### config.mk
export PLATFORM = sky130hd
export DESIGN_NAME = mseq_ctrl
export DESIGN_NICKNAME = d
export VERILOG_FILES = /design/src/rtl/mseq_pkg.sv /design/src/rtl/mseq_packer.sv /design/src/rtl/mseq_ctrl.sv
export SDC_FILE = /design/constraint.sdc
export NUM_CORES = 1
export LEC_CHECK = 0
export ABC_AREA = 1
export BUFFER_PORTS_ARGS = -buffer_cell sky130_fd_sc_hd__buf_2
export CAP_MARGIN = 25
export CELL_PAD_IN_SITES_DETAIL_PLACEMENT = 1
export CELL_PAD_IN_SITES_GLOBAL_PLACEMENT = 1
export CORE_ASPECT_RATIO = 1.25
export CORE_UTILIZATION = 39
export CTS_CLUSTER_DIAMETER = 80
export DETAILED_ROUTE_END_ITERATION = 7
export PLACE_DENSITY = 0.81
export SLEW_MARGIN = 20
export SYNTH_ARGS = -nofsm -noshare
export SYNTH_HDL_FRONTEND = slang
export SYNTH_HIERARCHICAL = 1
export SYNTH_SLANG_ARGS = --single-unit
### constraint.sdc
create_clock -name CLK_50MHZ -period 2.1 [get_ports CLK_50MHZ]
set_input_delay 0 -clock CLK_50MHZ [delete_from_list [all_inputs] [get_ports CLK_50MHZ]]
set_output_delay 0 -clock CLK_50MHZ [all_outputs]
set_load 0.005 [all_outputs]
### src/rtl/mseq_pkg.sv
// mseq_pkg: shared types, widths and phase helper for the m-sequence sequencer.
// Contents: state_t (IDLE, REQ, WAIT, DRAIN), PHASE_W/LEN_W/BYTE_W, LOCKUP_FASE,
// guard_fase(). Macro MSEQ_CTRL_LOCKUP_GUARD_EN makes guard_fase replace a zero
// phase with LOCKUP_FASE; without it phases pass through unchanged.
package mseq_pkg;
  localparam int PHASE_W = 4;
  localparam int LEN_W = 6;
  localparam int BYTE_W = 8;
  localparam logic [PHASE_W-1:0] LOCKUP_FASE = 4'b0001;
  typedef enum logic [1:0] {IDLE, REQ, WAIT, DRAIN} state_t;
  function automatic logic [PHASE_W-1:0] guard_fase(input logic [PHASE_W-1:0] f);
`ifdef MSEQ_CTRL_LOCKUP_GUARD_EN
    return (f == '0) ? LOCKUP_FASE : f;
`else
    return f;
`endif
  endfunction
endpackage

### src/rtl/mseq_packer.sv
// mseq_packer: packs bits MSB-first into bytes and holds one output byte.
// Ports: clk, rst (sync, active-high); clr discards partial and pending bytes;
// shift/bit_in/last push one bit (last closes the byte early, zero-padded);
// out_valid/out_ready/out_data/out_last form the output slot; slot_full flags a
// held byte; byte_end means the next bit fills the current byte.
module mseq_packer
  import mseq_pkg::*;
(
  input  logic              clk,
  input  logic              rst,
  input  logic              clr,
  input  logic              shift,
  input  logic              bit_in,
  input  logic              last,
  input  logic              out_ready,
  output logic              out_valid,
  output logic [BYTE_W-1:0] out_data,
  output logic              out_last,
  output logic              slot_full,
  output logic              byte_end
);
  logic [BYTE_W-1:0] sr, sr_next;
  logic [2:0] idx;
  logic done;
  always_comb begin
    sr_next = sr;
    sr_next[3'd7 - idx] = bit_in;
  end
  assign done = shift & ((idx == 3'd7) | last);
  assign slot_full = out_valid;
  assign byte_end = idx == 3'd7;
  always_ff @(posedge clk) begin
    if (rst) begin
      sr <= '0;
      idx <= '0;
      out_valid <= 1'b0;
      out_data <= '0;
      out_last <= 1'b0;
    end else if (clr) begin
      sr <= '0;
      idx <= '0;
      out_valid <= 1'b0;
      out_last <= 1'b0;
    end else begin
      if (shift) begin
        sr <= done ? '0 : sr_next;
        idx <= done ? 3'd0 : idx + 3'd1;
      end
      if (done) begin
        out_valid <= 1'b1;
        out_data <= sr_next;
        out_last <= last;
      end else if (out_valid & out_ready) out_valid <= 1'b0;
    end
  end
endmodule

### src/rtl/mseq_ctrl.sv
// mseq_ctrl: commanded, backpressure-aware sequencer for the 4-bit m-sequence generator.
// Ports: CLK_50MHZ, RST (sync, active-high); cmd_valid/cmd_ready with cmd_fase,
// cmd_type, cmd_len (bits-1); gen_req/gen_ack step handshake with gen_fase,
// gen_type out and gen_fase_new, gen_bit in; out_valid/out_ready/out_data/out_last
// byte stream; busy; err (sticky timeout, cleared on next command).
// Parameter TIMEOUT (1..15): cycles gen_req may wait for gen_ack.
// Macro MSEQ_CTRL_LOCKUP_GUARD_EN: zero phases are replaced by 4'b0001.
module mseq_ctrl
  import mseq_pkg::*;
#(
  parameter int TIMEOUT = 15
) (
  input  logic               CLK_50MHZ,
  input  logic               RST,
  input  logic               cmd_valid,
  output logic               cmd_ready,
  input  logic [PHASE_W-1:0] cmd_fase,
  input  logic [PHASE_W-1:0] cmd_type,
  input  logic [LEN_W-1:0]   cmd_len,
  output logic               gen_req,
  output logic [PHASE_W-1:0] gen_fase,
  output logic [PHASE_W-1:0] gen_type,
  input  logic               gen_ack,
  input  logic [PHASE_W-1:0] gen_fase_new,
  input  logic               gen_bit,
  output logic               out_valid,
  input  logic               out_ready,
  output logic [BYTE_W-1:0]  out_data,
  output logic               out_last,
  output logic               busy,
  output logic               err
);
  state_t state, state_nx;
  logic [LEN_W-1:0] len, bcnt;
  logic [3:0] tcnt;
  logic accept, ack, last, stall, tout, slot_full, byte_end;
  assign cmd_ready = state == IDLE;
  assign busy = state != IDLE;
  assign accept = cmd_ready & cmd_valid;
  assign ack = (state == WAIT) & gen_ack;
  assign last = bcnt == len;
  assign stall = slot_full & (byte_end | last);
  assign tout = (state == WAIT) & ~gen_ack & (tcnt == 4'(TIMEOUT - 1));
  // The slot is always empty at acceptance, so the first request issues
  // straight from IDLE; REQ is only revisited between bits.
  always_comb begin
    state_nx = state;
    case (state)
      IDLE:  state_nx = cmd_valid ? WAIT : IDLE;
      REQ:   state_nx = stall ? REQ : WAIT;
      WAIT:  state_nx = gen_ack ? (last ? DRAIN : REQ) : (tout ? IDLE : WAIT);
      DRAIN: state_nx = (out_valid & out_ready) ? IDLE : DRAIN;
      default: state_nx = IDLE;
    endcase
  end
  always_ff @(posedge CLK_50MHZ) state <= RST ? IDLE : state_nx;
  always_ff @(posedge CLK_50MHZ) begin
    if (RST) begin
      gen_req <= 1'b0;
      gen_fase <= '0;
      gen_type <= '0;
      len <= '0;
      bcnt <= '0;
      tcnt <= '0;
      err <= 1'b0;
    end else begin
      gen_req <= state_nx == WAIT;
      tcnt <= (state == WAIT) ? tcnt + 4'd1 : 4'd0;
      if (accept) begin
        gen_fase <= guard_fase(cmd_fase);
        gen_type <= cmd_type;
        len <= cmd_len;
        bcnt <= '0;
        err <= 1'b0;
      end
      if (ack) begin
        gen_fase <= guard_fase(gen_fase_new);
        bcnt <= bcnt + 6'd1;
      end
      if (tout) err <= 1'b1;
    end
  end
  mseq_packer u_packer (
    .clk(CLK_50MHZ),
    .rst(RST),
    .clr(accept | tout),
    .shift(ack),
    .bit_in(gen_bit),
    .last(last),
    .out_ready(out_ready),
    .out_valid(out_valid),
    .out_data(out_data),
    .out_last(out_last),
    .slot_full(slot_full),
    .byte_end(byte_end)
  );
endmodule

==> impl_results.html, run 1 <==
<table>
<tr><th>Metric</th><th>Value</th></tr>
<tr><th colspan="2">Worst setup path</th></tr>
<tr><td>Max Fanout on Critical Path</td><td>12</td></tr>
<tr><td>Delay of the slowest cell on the worst path</td><td>560 ps</td></tr>
<tr><td>Arrival time of data at the critical path endpoint</td><td>2140 ps</td></tr>
<tr><td>Path type of the worst setup path</td><td>register to register</td></tr>
<tr><td>Kind of cell adding the most delay to the critical path</td><td>buffers and inverters</td></tr>
<tr><td>Type of destination of the critical path</td><td>register</td></tr>
<tr><td>Slowest CP cell</td><td>sky130_fd_sc_hd__dlygate4sd3_1</td></tr>
<tr><td>Req. time, crit path</td><td>2350 ps</td></tr>
<tr><td>Cell-by-cell trace of the critical path</td><td>nor2_2 &gt; nand2_1 &gt; buf_4 &gt; nand2_1 &gt; inv_2 &gt; nand2_1 &gt; a31oi_1 &gt; dlygate4sd3_1</td></tr>
<tr><td>Critical path buffers and inverters</td><td>3</td></tr>
<tr><td>Kind of start point of the critical path</td><td>register</td></tr>
<tr><td>Crit path top cell by count</td><td>sky130_fd_sc_hd__nand2_1</td></tr>
<tr><td>Launch point of the critical path</td><td>state[1]</td></tr>
<tr><td>Worst R2R Start</td><td>state[1]</td></tr>
<tr><th colspan="2">Layout</th></tr>
<tr><td>Antenna cell count</td><td>0</td></tr>
<tr><td>Count of fill cells added during filler insertion</td><td>765</td></tr>
<tr><td>Area Overhead vs Synth</td><td>22.9%</td></tr>
<tr><td>Post-route insts no fill</td><td>455</td></tr>
<tr><td>Multi-input gate area</td><td>1120 um^2</td></tr>
<tr><td>Register Area</td><td>981 um^2</td></tr>
<tr><td>Final nets</td><td>419</td></tr>
<tr><td>Fraction of layout instances using a drive strength above 1</td><td>0.231</td></tr>
<tr><th colspan="2">Floorplanning</th></tr>
<tr><td>Floorplan row count</td><td>31</td></tr>
<tr><td>Number of top-level pins</td><td>46</td></tr>
<tr><td>Vertical die dimension</td><td>88.6 um</td></tr>
<tr><td>Area of the core region</td><td>5780 um^2</td></tr>
<tr><td>Initial standard-cell utilization of the core</td><td>0.405</td></tr>
<tr><td>Horizontal extent of the die</td><td>71.3 um</td></tr>
<tr><td>Floorplan die area</td><td>6320 um^2</td></tr>
<tr><th colspan="2">Clock network</th></tr>
<tr><td>Clock network latency to the later pin of the worst-skew pair</td><td>300 ps</td></tr>
<tr><td>Buffer levels on the longest clock path</td><td>2</td></tr>
<tr><td>Cell chosen for the clock root</td><td>sky130_fd_sc_hd__clkbuf_8</td></tr>
<tr><td>Number of H-tree levels</td><td>2</td></tr>
<tr><td>Clock slew at the register clock pins of the worst setup and hold paths</td><td>90 ps</td></tr>
<tr><td>TritonCTS buffer count</td><td>5</td></tr>
<tr><td>Number of sinks driven by the clock tree</td><td>49</td></tr>
<tr><td>Clock tree from TritonCTS</td><td>built</td></tr>
<tr><th colspan="2">Routing</th></tr>
<tr><td>Drt total wl</td><td>6280 um</td></tr>
<tr><td>Metal2 WL</td><td>3450 um</td></tr>
<tr><td>M1 WL</td><td>2600 um</td></tr>
<tr><td>Met3 layer wire length in the routed design</td><td>134 um</td></tr>
<tr><td>Number of remaining DRC errors</td><td>1</td></tr>
<tr><td>Number of DRC violations after detailed-routing iteration 0</td><td>63</td></tr>
<tr><td>Post-DRT Antenna Nets</td><td>0</td></tr>
<tr><td>Highest Signal Layer</td><td>met4</td></tr>
<tr><td>Total number of vias</td><td>2273</td></tr>
<tr><td>TritonRoute pass-1 iters</td><td>6</td></tr>
<tr><td>WL/cell</td><td>13.8 um</td></tr>
<tr><td>Vias/cell</td><td>5.00</td></tr>
<tr><th colspan="2">Placed design</th></tr>
<tr><td>Cell Count Post-Placement</td><td>431</td></tr>
<tr><td>DP Wirelength</td><td>4340 um</td></tr>
<tr><td>Port-buffer cells</td><td>45</td></tr>
<tr><td>Last weighted congestion value of the routability-driven placer</td><td>0.786</td></tr>
<tr><th colspan="2">STA</th></tr>
<tr><td>Hold Fails Final Rpt</td><td>1</td></tr>
<tr><td>Final clock skew</td><td>9.14 ps</td></tr>
<tr><td>Shortest period the worst path allows</td><td>1900 ps</td></tr>
<tr><td>Peak Freq</td><td>527 MHz</td></tr>
<tr><td>Slew at the pin closest to its max-slew limit</td><td>421 ps</td></tr>
<tr><td>Rel. slew slack</td><td>0.719</td></tr>
<tr><td>Count of final setup violators</td><td>0</td></tr>
<tr><td>Period utilisation layout</td><td>0.903</td></tr>
<tr><td>Setup repair after global routing missed its margin</td><td>no</td></tr>
<tr><td>WHS</td><td>-4.34 ps</td></tr>
<tr><td>Count of pins over their slew limit</td><td>0</td></tr>
<tr><td>Final sum of negative setup slack</td><td>0 ps</td></tr>
<tr><th colspan="2">Hold path</th></tr>
<tr><td>Worst min path class</td><td>input port to register</td></tr>
<tr><td>Startpoint of the worst hold path</td><td>cmd_len[4]</td></tr>
<tr><th colspan="2">Job</th></tr>
<tr><td>Max-cap viol count</td><td>0</td></tr>
<tr><th colspan="2">GRT</th></tr>
<tr><td>Antenna violations before repair</td><td>0</td></tr>
<tr><td>Maximum number of pins on one net before global-route repair</td><td>17</td></tr>
<tr><td>GRT Util Overall</td><td>0.214</td></tr>
<tr><td>Global-route wire length before repair</td><td>10500 um</td></tr>
<tr><td>Overflow left after global routing</td><td>0</td></tr>
<tr><td>Vias in the first global route</td><td>2308</td></tr>
<tr><th colspan="2">Status</th></tr>
<tr><td>Violations in the final reports</td><td>design-rule violations, negative hold slack</td></tr>
<tr><td>Status</td><td>finished, violations left</td></tr>
<tr><th colspan="2">Synth</th></tr>
<tr><td>YS warnings</td><td>6</td></tr>
<tr><td>Area of the mapped netlist</td><td>2340 um^2</td></tr>
<tr><td>Avg Synthesized Cell Area</td><td>7.18 um^2</td></tr>
<tr><td>Number of standard cells after synthesis</td><td>326</td></tr>
<tr><td>Yosys reg bits</td><td>49</td></tr>
<tr><td>Syn nets</td><td>355</td></tr>
<tr><td>Sequential cell area fraction in the yosys report</td><td>0.419</td></tr>
<tr><td>Number of different library cells in the post-synthesis netlist</td><td>33</td></tr>
<tr><th colspan="2">Power</th></tr>
<tr><td>Worst IR drop on VDD</td><td>0.000261 V</td></tr>
<tr><td>Leak Pwr</td><td>1.30 nW</td></tr>
<tr><td>Total power density per cell area</td><td>646 nW/um^2</td></tr>
</table>
==> layout by cell type (no fill, tap or decap) <==
cell type                       Yosys  layout
sky130_fd_sc_hd__a211oi_1           2       2
sky130_fd_sc_hd__a21oi_1           26      26
sky130_fd_sc_hd__a31oi_1            4       4
sky130_fd_sc_hd__and2_1             6       6
sky130_fd_sc_hd__and2_4             2       2
sky130_fd_sc_hd__and3_1             1       1
sky130_fd_sc_hd__buf_2              3      45
sky130_fd_sc_hd__buf_4              5       7
sky130_fd_sc_hd__clkbuf_8           0       5
sky130_fd_sc_hd__clkinv_2           0       1
sky130_fd_sc_hd__clkinvlp_4         0       1
sky130_fd_sc_hd__dfxtp_1           49      49
sky130_fd_sc_hd__dlygate4sd3_1      0      17
sky130_fd_sc_hd__ha_1               5       5
sky130_fd_sc_hd__inv_1             32      31
sky130_fd_sc_hd__inv_2              9      10
sky130_fd_sc_hd__inv_4              1       1
sky130_fd_sc_hd__nand2_1           73      73
sky130_fd_sc_hd__nand2_2            4       4
sky130_fd_sc_hd__nand3_1           20      20
sky130_fd_sc_hd__nand3_2            2       2
sky130_fd_sc_hd__nand4_1            7       7
sky130_fd_sc_hd__nor2_1            34      33
sky130_fd_sc_hd__nor2_2             4       5
sky130_fd_sc_hd__nor2_4             1       1
sky130_fd_sc_hd__nor2_8             1       1
sky130_fd_sc_hd__nor3_2             2       2
sky130_fd_sc_hd__o21ai_0           15      15
sky130_fd_sc_hd__o21ai_1            8       8
sky130_fd_sc_hd__o21ai_2            2       2
sky130_fd_sc_hd__o21bai_2           1       1
sky130_fd_sc_hd__o31ai_1            1       1
sky130_fd_sc_hd__xnor2_1            1       1
==> metrics by stage <==
step	worst slack [ps]	hold WS, ps	area, um^2	power, mW	util
6_report	204	-4.34	2880	1.86	0.498
5_1_grt	42.5	6.57	2880	1.96	0.498
4_1_cts	37.2	1.59	2860	1.87	0.495
3_5_place_dp	342	260	2620	1.32	0.453
3_3_place_gp	369	247	2620	1.31	0.453
2_1_floorplan	628	78.5	2340	1.21	-
==> worst reg2reg max path: stages (launching register included) <==
cell,delay [ps]
sky130_fd_sc_hd__dfxtp_1,420
sky130_fd_sc_hd__nor2_2,90
sky130_fd_sc_hd__nand2_1,120
sky130_fd_sc_hd__buf_4,200
sky130_fd_sc_hd__nand2_1,100
sky130_fd_sc_hd__inv_2,130
sky130_fd_sc_hd__nand2_1,80
sky130_fd_sc_hd__a31oi_1,150
sky130_fd_sc_hd__dlygate4sd3_1,560
==> final timing paths <==
kind,end,slack [ps],depth (start not counted)
worst min-delay path,len[4],-4,3
worst min register to register,u_packer/sr[0],470,2
worst max-delay path,gen_fase[0],200,8
worst max register to register,gen_fase[0],200,8
==> per-layer routing <==
metal / vias to the layer above / global-route usage
met4: 0 / 0.0818
met1: 1064 / 0.232
met3: 11 / 0.0364
met2: 30 / 0.413
li1: 1168 / -
met5: - / 0
==> final cells by class <==
class | instances | share of cell area
Tap cell | 66 | 0.0287
Clock inverter | 1 | 0.00174
Clock buffer | 5 | 0.0239
Inverter | 43 | 0.0583
Timing Repair Buffer | 69 | 0.156
Multi-Input combinational cell | 222 | 0.391
Sequential cell | 49 | 0.341
==> report_power, final <==
group          internal, mW  switching, mW
Combinational         0.137          0.197
Clock                 0.220          0.303
Sequential            0.974         0.0292
==> Yosys cell counts <==
cell type                   n  share of area
sky130_fd_sc_hd__and3_1     1         0.0027
sky130_fd_sc_hd__inv_2      9          0.014
sky130_fd_sc_hd__and2_1     6          0.016
sky130_fd_sc_hd__o21ai_2    2         0.0075
sky130_fd_sc_hd__buf_6      1         0.0048
sky130_fd_sc_hd__buf_1      1         0.0016
sky130_fd_sc_hd__nand3_1   20          0.043
sky130_fd_sc_hd__nor2_4     1         0.0048
sky130_fd_sc_hd__o21ai_1    8          0.017
sky130_fd_sc_hd__o21ai_0   15          0.032
sky130_fd_sc_hd__nand3_2    2         0.0086
sky130_fd_sc_hd__nand2_1   73           0.12
sky130_fd_sc_hd__a211oi_1   2         0.0064
sky130_fd_sc_hd__buf_2      3         0.0064
sky130_fd_sc_hd__clkinv_1   1         0.0016
sky130_fd_sc_hd__xnor2_1    1         0.0037
sky130_fd_sc_hd__nand4_1    7          0.019
sky130_fd_sc_hd__buf_4      5          0.016
sky130_fd_sc_hd__inv_1     32          0.051
sky130_fd_sc_hd__and2_4     2         0.0075
sky130_fd_sc_hd__o31ai_1    1         0.0032
sky130_fd_sc_hd__nor2_8     1         0.0086
sky130_fd_sc_hd__clkbuf_1   2         0.0032
sky130_fd_sc_hd__inv_4      1         0.0027
sky130_fd_sc_hd__o21bai_2   1         0.0048
sky130_fd_sc_hd__a21oi_1   26          0.056
sky130_fd_sc_hd__dfxtp_1   49           0.42
sky130_fd_sc_hd__nand2_2    4          0.011
sky130_fd_sc_hd__nor2_2     4          0.011
sky130_fd_sc_hd__nor2_1    34          0.055
sky130_fd_sc_hd__a31oi_1    4          0.011
sky130_fd_sc_hd__ha_1       5          0.027
sky130_fd_sc_hd__nor3_2     2         0.0086
==> sequential cells by signal (all words and copies together), names as in the netlist <==
name / cells
u_packer/out_data: 8
u_packer/sr: 8
bcnt: 6
len: 6
gen_fase: 4
gen_type: 4
tcnt: 4
u_packer/idx: 3
state: 2
err: 1
gen_req: 1
u_packer/out_last: 1
u_packer/out_valid: 1
==> logic make-up after synthesis <==
kind of cell / after synthesis / share of synthesized area
buffers and inverters: 55 / 0.102
XOR/XNOR: 1 / 0.00374
AO/OA/AOI/OAI: 59 / 0.137
flip-flops: 49 / 0.419
adder cells (fa/ha/maj): 5 / 0.0267
AND/OR/NAND/NOR: 157 / 0.311
==> timing repair <==
item	4_1_cts	5_1_grt
resized for setup	0	3
buffers inserted	0	1
hold endpoints to repair	13	0
endpoints found under the setup margin	0	4
hold buffers	17	0
Note: power is estimated with default switching activity, not from simulation.
==> run 2: changes to the inputs <==
==> constraint.sdc (replaced) <==
create_clock -name CLK_50MHZ -period 2.1 [get_ports CLK_50MHZ]
set_input_delay 0.105 -clock CLK_50MHZ [delete_from_list [all_inputs] [get_ports CLK_50MHZ]]
set_output_delay 0.105 -clock CLK_50MHZ [all_outputs]
set_load 0.005 [all_outputs]
==> run 2 against run 1 <==
Net effect:
- the run ends with design-rule violations left
- core utilization is 3.2 points lower
- total power is 2.2% lower
- sequential power hardly changed
- clock power hardly changed
- first-iteration DRC count is 46% higher
- register-to-register slack better by 110 ps
- worst setup slack better by 110 ps
- via count is 4.6% lower
- non-clock buffer count is 18 lower
- worst hold slack better by 60 ps
- critical path depth is 2 lower
- clock skew is 2.6 ps lower
==> impl_results.html, run 2 (synthesis results as in run 1) <==
<table>
<tr><th>Metric</th><th>Value</th></tr>
<tr><th colspan="2">Routing</th></tr>
<tr><td>Drt total wl</td><td>5800 um</td></tr>
<tr><td>Vias/cell</td><td>4.96</td></tr>
<tr><td>Number of remaining DRC errors</td><td>1</td></tr>
<tr><td>WL/cell</td><td>13.3 um</td></tr>
<tr><td>Post-DRT Antenna Nets</td><td>0</td></tr>
<tr><td>Total number of vias</td><td>2168</td></tr>
<tr><td>TritonRoute pass-1 iters</td><td>6</td></tr>
<tr><td>Number of DRC violations after detailed-routing iteration 0</td><td>92</td></tr>
<tr><th colspan="2">Floorplanning</th></tr>
<tr><td>Floorplan row count</td><td>31</td></tr>
<tr><td>Vertical die dimension</td><td>88.6 um</td></tr>
<tr><td>Area of the core region</td><td>5780 um^2</td></tr>
<tr><td>Number of top-level pins</td><td>46</td></tr>
<tr><td>Floorplan die area</td><td>6320 um^2</td></tr>
<tr><td>Horizontal extent of the die</td><td>71.3 um</td></tr>
<tr><td>Initial standard-cell utilization of the core</td><td>0.405</td></tr>
<tr><th colspan="2">Worst setup path</th></tr>
<tr><td>Path type of the worst setup path</td><td>register to register</td></tr>
<tr><td>Worst R2R Start</td><td>u_packer/idx[1]</td></tr>
<tr><td>Launch point of the critical path</td><td>u_packer/idx[1]</td></tr>
<tr><td>Max Fanout on Critical Path</td><td>16</td></tr>
<tr><td>Arrival time of data at the critical path endpoint</td><td>1990 ps</td></tr>
<tr><td>Reg2Reg Setup Slack</td><td>310 ps</td></tr>
<tr><td>Capture instance of the worst register-to-register path</td><td>u_packer/out_data[5]</td></tr>
<tr><td>Req. time, crit path</td><td>2300 ps</td></tr>
<tr><td>Kind of start point of the critical path</td><td>register</td></tr>
<tr><td>Worst reg2reg path depth</td><td>6</td></tr>
<tr><td>Type of destination of the critical path</td><td>register</td></tr>
<tr><th colspan="2">Clock network</th></tr>
<tr><td>TritonCTS buffer count</td><td>5</td></tr>
<tr><td>Cell chosen for the clock root</td><td>sky130_fd_sc_hd__clkbuf_8</td></tr>
<tr><td>Clock network latency to the later pin of the worst-skew pair</td><td>300 ps</td></tr>
<tr><td>Hold bufs inserted after CTS</td><td>0</td></tr>
<tr><td>Number of sinks driven by the clock tree</td><td>49</td></tr>
<tr><td>Clock tree from TritonCTS</td><td>built</td></tr>
<tr><td>Post_cts resized</td><td>0</td></tr>
<tr><td>Buffer levels on the longest clock path</td><td>2</td></tr>
<tr><td># Post-CTS Setup Buffers</td><td>0</td></tr>
<tr><td>Clock slew at the register clock pins of the worst setup and hold paths</td><td>90 ps</td></tr>
<tr><td>Number of H-tree levels</td><td>2</td></tr>
<tr><th colspan="2">Power</th></tr>
<tr><td>Leak Pwr</td><td>1.22 nW</td></tr>
<tr><td>Total power density per cell area</td><td>675 nW/um^2</td></tr>
<tr><td>Worst IR drop on VDD</td><td>0.000261 V</td></tr>
<tr><th colspan="2">GRT</th></tr>
<tr><td>Maximum number of pins on one net before global-route repair</td><td>17</td></tr>
<tr><td>Overflow left after global routing</td><td>0</td></tr>
<tr><td>GRT Util Overall</td><td>0.201</td></tr>
<tr><td>Global-route wire length before repair</td><td>9930 um</td></tr>
<tr><td>Vias in the first global route</td><td>2160</td></tr>
<tr><td>Antenna violations before repair</td><td>0</td></tr>
<tr><th colspan="2">STA</th></tr>
<tr><td>Period utilisation layout</td><td>0.852</td></tr>
<tr><td>Post-route setup slack</td><td>310 ps</td></tr>
<tr><td>Setup repair after global routing missed its margin</td><td>no</td></tr>
<tr><td>Shortest period the worst path allows</td><td>1790 ps</td></tr>
<tr><td>Final clock skew</td><td>6.52 ps</td></tr>
<tr><td>Final sum of negative setup slack</td><td>0 ps</td></tr>
<tr><td>Count of pins over their slew limit</td><td>0</td></tr>
<tr><td>Rel. slew slack</td><td>0.713</td></tr>
<tr><td>Hold Fails Final Rpt</td><td>0</td></tr>
<tr><td>Count of final setup violators</td><td>0</td></tr>
<tr><td>Peak Freq</td><td>559 MHz</td></tr>
<tr><td>Slew at the pin closest to its max-slew limit</td><td>430 ps</td></tr>
<tr><th colspan="2">Layout</th></tr>
<tr><td>Antenna cell count</td><td>0</td></tr>
<tr><td>Fraction of layout instances using a drive strength above 1</td><td>0.232</td></tr>
<tr><td>Count of fill cells added during filler insertion</td><td>769</td></tr>
<tr><td>Largest regs</td><td>u_packer/out_data x8, u_packer/sr x8</td></tr>
<tr><td>Top library cells by usage in the layout, fill and taps aside</td><td>sky130_fd_sc_hd__nand2_1, sky130_fd_sc_hd__dfxtp_1, sky130_fd_sc_hd__buf_2</td></tr>
<tr><td>Area Overhead vs Synth</td><td>15.0%</td></tr>
<tr><td>Most common cell after layout, fill and taps aside</td><td>sky130_fd_sc_hd__nand2_1</td></tr>
<tr><td>Final nets</td><td>401</td></tr>
<tr><th colspan="2">Hold path</th></tr>
<tr><td>Startpoint of the worst hold path</td><td>cmd_type[1]</td></tr>
<tr><td>Destination of the worst hold path</td><td>gen_type[1]</td></tr>
<tr><td>Worst min path class</td><td>input port to register</td></tr>
<tr><td>Worst Hold Path Cells</td><td>3</td></tr>
<tr><th colspan="2">Status</th></tr>
<tr><td>Status</td><td>finished, violations left</td></tr>
<tr><td>Violations in the final reports</td><td>design-rule violations</td></tr>
<tr><th colspan="2">Placed design</th></tr>
<tr><td>DP Wirelength</td><td>4340 um</td></tr>
<tr><td>Port-buffer cells</td><td>45</td></tr>
<tr><td>Worst-case setup slack after placement</td><td>342 ps</td></tr>
<tr><td>Last weighted congestion value of the routability-driven placer</td><td>0.786</td></tr>
<tr><th colspan="2">Job</th></tr>
<tr><td>Max-cap viol count</td><td>0</td></tr>
</table>
[run 2: changes by cell type in the layout (fill, tap and decap cells not counted), sizes merged]
| cell | before | now |
|---|---|---|
| buf | 52 | 51 |
| clkinv | 1 | 2 |
| clkinvlp | 1 | 0 |
| dlygate4sd3 | 17 | 0 |
[run 2: worst max-delay path: stages, from the launching register on]
cell,delay (ps)
sky130_fd_sc_hd__dfxtp_1,590
sky130_fd_sc_hd__ha_1,240
sky130_fd_sc_hd__ha_1,230
sky130_fd_sc_hd__o21ai_2,120
sky130_fd_sc_hd__nor2_4,290
sky130_fd_sc_hd__and2_4,200
sky130_fd_sc_hd__nor2_2,30
[run 2: layer usage]
layer	routed length [um]	share of wire	global-route usage	vias to the layer above
li1	-	-	-	1130
met1	2550	0.44	0.228	1013
met2	3070	0.53	0.387	20
met3	123	0.021	0.0330	5
met4	51	0.0088	0.0545	0
met5	0	0	0	-
[run 2: through the flow]
stage | std cells | util | hold WS, ps | power, mW | instance area [um^2]
after floorplan | 326 | - | 183 | 1.21 | 2340
after global placement | 431 | 0.453 | 352 | 1.31 | 2620
after detailed placement | 431 | 0.453 | 365 | 1.32 | 2620
after CTS | 437 | 0.466 | 52.3 | 1.85 | 2690
after global routing | 437 | 0.466 | 69.5 | 1.92 | 2690
final | 437 | 0.466 | 55.6 | 1.82 | 2690
[run 2: worst max-delay path by stage]
stage	end	cells after the start
after floorplan	u_packer/out_data[3]	9
after global placement	u_packer/out_data[3]	6
after detailed placement	u_packer/out_data[5]	6
after CTS	u_packer/out_data[5]	10
after global routing	u_packer/out_data[1]	10
final	u_packer/out_data[5]	6
[run 2: power breakdown]
group / switching (mW) / internal (mW) / total [mW]
Clock: 0.303 / 0.220 / 0.523
Sequential: 0.0276 / 0.974 / 1.00
Combinational: 0.185 / 0.108 / 0.293
[run 2: area by class of cell]
type / instances / area (um^2) / share of cell area
Tap cell: 66 / 82.6 / 0.0307
Inverter: 43 / 164 / 0.0609
Clock inverter: 1 / 5.00 / 0.00186
Sequential cell: 49 / 981 / 0.364
Timing Repair Buffer: 51 / 270 / 0.100
Multi-Input combinational cell: 222 / 1120 / 0.416
Clock buffer: 5 / 68.8 / 0.0256
